$ cat src/rtl/lc3_controller.sv
// LC-3 pipeline controller: stage enables, the memory-access FSM,
// the branch/jump stall counter and the operand-forwarding selects.
module lc3_controller (
    input  logic        clock,
    input  logic        reset,
    input  logic        complete_instr,
    input  logic        complete_data,
    input  logic [15:0] IR,
    input  logic [15:0] IR_Exec,
    input  logic [2:0]  psr,
    output logic        enable_updatePC,
    output logic        enable_fetch,
    output logic        enable_decode,
    output logic        enable_execute,
    output logic        enable_writeback,
    output logic        br_taken,
    output logic        bypass_alu_1,
    output logic        bypass_alu_2,
    output logic        bypass_mem_1,
    output logic        bypass_mem_2,
    output logic [1:0]  mem_state
);

    typedef enum logic [1:0] {
        MEM_READ     = 2'd0,
        MEM_READ_IND = 2'd1,
        MEM_WRITE    = 2'd2,
        MEM_IDLE     = 2'd3
    } mem_state_t;

    localparam logic [3:0] OP_BR  = 4'b0000;
    localparam logic [3:0] OP_ADD = 4'b0001;
    localparam logic [3:0] OP_LD  = 4'b0010;
    localparam logic [3:0] OP_ST  = 4'b0011;
    localparam logic [3:0] OP_AND = 4'b0101;
    localparam logic [3:0] OP_LDR = 4'b0110;
    localparam logic [3:0] OP_STR = 4'b0111;
    localparam logic [3:0] OP_NOT = 4'b1001;
    localparam logic [3:0] OP_LDI = 4'b1010;
    localparam logic [3:0] OP_STI = 4'b1011;
    localparam logic [3:0] OP_JMP = 4'b1100;
    localparam logic [3:0] OP_LEA = 4'b1110;

    function automatic logic is_alu(input logic [3:0] op);
        return (op == OP_ADD) || (op == OP_AND) || (op == OP_NOT);
    endfunction

    function automatic logic is_alu_class(input logic [3:0] op);
        return is_alu(op) || (op == OP_LEA);
    endfunction

    function automatic logic is_load(input logic [3:0] op);
        return (op == OP_LD) || (op == OP_LDR) || (op == OP_LDI);
    endfunction

    function automatic logic is_store(input logic [3:0] op);
        return (op == OP_ST) || (op == OP_STR) || (op == OP_STI);
    endfunction

    function automatic logic is_ctrl(input logic [3:0] op);
        return (op == OP_BR) || (op == OP_JMP);
    endfunction

    mem_state_t  state_q, state_d;
    logic [3:0]  fill_q;
    logic [1:0]  ctrl_cnt_q, ctrl_cnt_d;
    logic        exe_done_q;

    logic [3:0]  op_dec, op_exe;
    assign op_dec = IR[15:12];
    assign op_exe = IR_Exec[15:12];

    logic unused_ir_bits;
    assign unused_ir_bits = ^{IR[11:9], IR[4:3], IR_Exec[8:0]};

    always_ff @(posedge clock or posedge reset) begin
        if (reset) begin
            state_q    <= MEM_IDLE;
            fill_q     <= 4'b0000;
            ctrl_cnt_q <= 2'd0;
            exe_done_q <= 1'b0;
        end else begin
            state_q    <= state_d;
            fill_q     <= {fill_q[2:0], 1'b1};
            ctrl_cnt_q <= ctrl_cnt_d;
            exe_done_q <= enable_execute;
        end
    end

    always_comb begin
        state_d = state_q;
        case (state_q)
            MEM_IDLE: begin
                if (exe_done_q) begin
                    if ((op_exe == OP_LD) || (op_exe == OP_LDR))       state_d = MEM_READ;
                    else if ((op_exe == OP_LDI) || (op_exe == OP_STI)) state_d = MEM_READ_IND;
                    else if ((op_exe == OP_ST) || (op_exe == OP_STR))  state_d = MEM_WRITE;
                    else                                               state_d = MEM_IDLE;
                end
            end
            // The indirect pointer fetch is shared; the opcode picks the second access.
            MEM_READ_IND: begin
                if (complete_data) state_d = (op_exe == OP_LDI) ? MEM_READ : MEM_WRITE;
            end
            MEM_READ: begin
                if (complete_data) state_d = MEM_IDLE;
            end
            MEM_WRITE: begin
                if (complete_data) state_d = MEM_IDLE;
            end
            default: state_d = MEM_IDLE;
        endcase
    end

    // Stall priority: reset, then memory access, then control transfer, then fetch.
    always_comb begin
        enable_updatePC  = fill_q[0];
        enable_fetch     = fill_q[0];
        enable_decode    = fill_q[1];
        enable_execute   = fill_q[2];
        enable_writeback = fill_q[3];
        if (reset) begin
            enable_updatePC  = 1'b0;
            enable_fetch     = 1'b0;
            enable_decode    = 1'b0;
            enable_execute   = 1'b0;
            enable_writeback = 1'b0;
        end else if (state_q != MEM_IDLE) begin
            enable_updatePC  = 1'b0;
            enable_fetch     = 1'b0;
            enable_decode    = 1'b0;
            enable_execute   = 1'b0;
            enable_writeback = (state_q == MEM_READ) && complete_data;
        end else if (ctrl_cnt_q != 2'd0) begin
            enable_updatePC  = 1'b0;
            enable_fetch     = 1'b0;
            enable_decode    = 1'b0;
            enable_execute   = (ctrl_cnt_q == 2'd3);
        end else if (!complete_instr) begin
            enable_updatePC  = 1'b0;
            enable_fetch     = 1'b0;
        end
    end

    // enable_decode is already low during a memory stall, so a CTRL op waits for it.
    always_comb begin
        ctrl_cnt_d = ctrl_cnt_q;
        if (enable_decode && is_ctrl(op_dec))
            ctrl_cnt_d = 2'd3;
        else if ((ctrl_cnt_q != 2'd0) && (state_q == MEM_IDLE))
            ctrl_cnt_d = ctrl_cnt_q - 2'd1;
    end

    always_comb begin
        br_taken = 1'b0;
        if (!reset && (ctrl_cnt_q == 2'd2)) begin
            if (op_exe == OP_JMP)
                br_taken = 1'b1;
            else if ((op_exe == OP_BR) && (|(IR_Exec[11:9] & psr)))
                br_taken = 1'b1;
        end
    end

    logic fwd_ok, match_1, match_2, src_1_used, src_2_used;
    assign fwd_ok     = exe_done_q && !reset;
    assign match_1    = (IR_Exec[11:9] == IR[8:6]);
    assign match_2    = (IR_Exec[11:9] == IR[2:0]);
    assign src_1_used = is_alu(op_dec) || is_store(op_dec);
    assign src_2_used = ((op_dec == OP_ADD) || (op_dec == OP_AND)) && !IR[5];

    assign bypass_alu_1 = fwd_ok && is_alu_class(op_exe) && match_1 && src_1_used;
    assign bypass_alu_2 = fwd_ok && is_alu_class(op_exe) && match_2 && src_2_used;
    assign bypass_mem_1 = fwd_ok && is_load(op_exe) && match_1 && src_1_used;
    assign bypass_mem_2 = fwd_ok && is_load(op_exe) && match_2 && src_2_used;

    assign mem_state = state_q;

endmodule

$ cat config.mk
export PLATFORM = sky130hd
export DESIGN_NAME = lc3_controller
export DESIGN_NICKNAME = d
export VERILOG_FILES = /design/src/rtl/lc3_controller.sv
export SDC_FILE = /design/constraint.sdc
export NUM_CORES = 1
export LEC_CHECK = 0
export CAP_MARGIN = 20
export CORE_MARGIN = 3
export CORE_UTILIZATION = 32
export CTS_CLUSTER_DIAMETER = 200
export DETAILED_ROUTE_END_ITERATION = 10
export PLACE_DENSITY_LB_ADDON = 0.08
export SETUP_SLACK_MARGIN = 0.15
export SLEW_MARGIN = 20
export SYNTH_ARGS = -nofsm -noshare
export SYNTH_HDL_FRONTEND = slang
export SYNTH_SLANG_ARGS = --single-unit
$ cat constraint.sdc
create_clock -name clock -period 2 [get_ports clock]
set_clock_uncertainty 0.05 [all_clocks]
set_input_delay 0.4 -clock clock [delete_from_list [all_inputs] [get_ports clock]]
set_output_delay 0.4 -clock clock [all_outputs]
set_load 0.005 [all_outputs]
==> metrics.txt <==
Routed Antenna Nets=0; Syn Nets=112; Total Nets Final=175; first-pass GRT wire length=3520 um; crit path DAT=1.45 ns; Hold Slack=0.326 ns; DIE AREA=2630 sq um; Placement Rows=15; Ys Warns=0; hold_sp=fill_q[0]; synthesized area=657 sq um; Pins Over Slew Limit=0; largest net degree at the start of global routing=10; share of cells above drive strength 1=0.470; status=finished, final reports clean; CORE AREA=1840 sq um; HP Class=reg -> reg; Leakage Power=0.596 nW; post-route insts no fill=157; port bufs=36; CTS HTree Levels=1; num ports=51; Max Fclk=525 MHz; Crit path required time=1.55 ns; gpl congestion=0.776; critical path launch point=ctrl_cnt_q[1]; Peak VDD IR=789 uV; post-DR wirelength/cell=14.1 um; Distinct cells, synth=32; via count of the first global-routing pass=778; clock sink total=9; post-synthesis register bit count=9; gr usage total=0.178; CP Capture Type=output pin; Post-synth EDFFs=0; Period minus WS final=1.90 ns; root buffer cell=clkbuf_4; Setup violations, final=0; DRC violations left=0; clock buffer depth=2; total gr overflow=0; r2r startpoint=ctrl_cnt_q[1]; vias per cell=4.68; dpl hpwl=1640 um; CTS tree=built; detailed-route via count=734; CTS buffer count=3; Synth-to-Final Area Change=88.2%; drt first pass iters=4; Hold Vio Cnt, Final=0; # fillers=181; Mapped Cells=70; fin crit share=0.952; asr flop ratio synth=1.00; initial antenna violation count=0; startpoint class of the critical path=flip-flop; Routed WL=2210 um; Seq/Total Area, Yosys=0.347; crit-path max FO=3; Most used DFF post-synth=dfrtp_1; synthesized area per cell=9.38 sq um; dpl cells=144; Ant. Diodes=0; max_cap viols=0; Power Dens Cells=833 nW/um^2; Reg clk slew, reported paths=0.06 ns; initial core utilization=0.357; DIE HEIGHT=51.3 um; RSZ-0062 raised after global routing=true; die width=51.3 um; Initial DRC Count=12; latest clock arrival within the worst-skew pair=0.25 ns; Worst Setup Path Type=reg -> out
[flip-flops by register name, indices dropped and copies added, names as in the netlist]
register,cells
fill_q,4
ctrl_cnt_q,2
mem_state,2
exe_done_q,1
[timing repair]
action / 4_1_cts / 5_1_grt
setup endpoints to repair: 12 / 9
buffers inserted: 8 / 1
pin swaps: 17 / 11
hold buffers: 0 / 0
resized for setup: 93 / 13
hold endpoints to repair: 0 / 0
[area by class of cell]
cell class,instances,area [sq um],share of cell area
clock buffer,4,26.3,0.0213
inverter,6,22.5,0.0182
multi-input combinational,53,462,0.373
sequential,9,228,0.184
tap,25,31.3,0.0253
timing repair buffer,60,467,0.378
[kinds of logic (layout without fill, tap and decap cells)]
| family | after synthesis | after routing | share of synthesized area |
|---|---|---|---|
| AND/OR/NAND/NOR | 30 | 30 | 0.297 |
| other | 1 | 1 | 0.00571 |
| XOR/XNOR | 8 | 8 | 0.107 |
| flip-flops | 9 | 9 | 0.347 |
| AO/OA/AOI/OAI | 9 | 9 | 0.103 |
| adder cells (fa/ha/maj) | 3 | 3 | 0.0571 |
| multiplexers | 2 | 2 | 0.0305 |
| buffers and inverters | 8 | 70 | 0.0533 |
[cell usage in the layout, fill, tap and decap left out, drive strengths merged, types with 2 or more instances in the layout]
master / n
and2: 2
buf: 36
clkbuf: 8
clkdlybuf4s15: 4
dfrtp: 7
dfstp: 2
dlygate4sd2: 15
ha: 3
inv: 6
mux2i: 2
nand2: 4
nand3: 3
nand3b: 2
nand4: 3
nor2: 5
nor2b: 2
nor4b: 3
xnor2: 8
[cell usage after synthesis, types with 2 or more instances]
| cell type | count | area share |
|---|---|---|
| nor4b_2 | 3 | 0.069 |
| nor2_1 | 5 | 0.029 |
| ha_1 | 3 | 0.057 |
| nand2_1 | 4 | 0.023 |
| nand4_1 | 3 | 0.029 |
| xnor2_1 | 8 | 0.11 |
| inv_1 | 6 | 0.034 |
| dfrtp_1 | 7 | 0.27 |
| mux2i_1 | 2 | 0.030 |
| nor2b_1 | 2 | 0.019 |
| dfstp_2 | 2 | 0.080 |
| nand3b_1 | 2 | 0.023 |
| nand3_1 | 3 | 0.023 |
| and2_1 | 2 | 0.019 |
[stage by stage]
| step | area, sq um | worst slack (ns) | power [mW] | util | TNS, ns |
|---|---|---|---|---|---|
| finish | 1240 | 0.0953 | 1.03 | 0.672 | 0 |
| floorplan | 657 | 0.366 | 0.500 | - | 0 |
| global route | 1240 | 0.0221 | 1.11 | 0.672 | 0 |
| CTS | 1250 | 0.0612 | 1.02 | 0.678 | 0 |
| detailed placement | 1150 | -0.542 | 0.754 | 0.624 | -3.71 |
| global placement | 1150 | -0.532 | 0.734 | 0.624 | -3.70 |
[final timing paths]
check / end / slack, ns / cells after the start
worst max-delay path: enable_fetch / 0.1 / 6
worst min-delay path: fill_q[1] / 0.33 / 0
worst max register to register: ctrl_cnt_q[1] / 0.47 / 8
worst min register to register: fill_q[1] / 0.33 / 0
max in group asynchronous: mem_state[1] / 1.23 / 3
min in group asynchronous: exe_done_q / 0.38 / 3
[report_power, final]
group | switching, mW | internal [mW] | total (mW)
combinational | 0.256 | 0.361 | 0.617
sequential | 0.0367 | 0.242 | 0.279
clock | 0.0575 | 0.0765 | 0.134
total | 0.350 | 0.679 | 1.03
[routing by layer]
metal | vias to the layer above | track usage | wire, um
met2 | 13 | 0.363 | 1280
met3 | 2 | 0.0350 | 71
met4 | 0 | 0.0262 | 9
met1 | 349 | 0.187 | 847
li1 | 370 | - | -
met5 | - | 0 | 0
[worst max-delay path: stages (launching register included)]
cell,delay [ns]
dfrtp_1,0.39
inv_2,0.08
ha_4,0.14
and4b_1,0.21
buf_4,0.12
and3_4,0.18
buf_6,0.09
(Power assumes the default switching activity.)
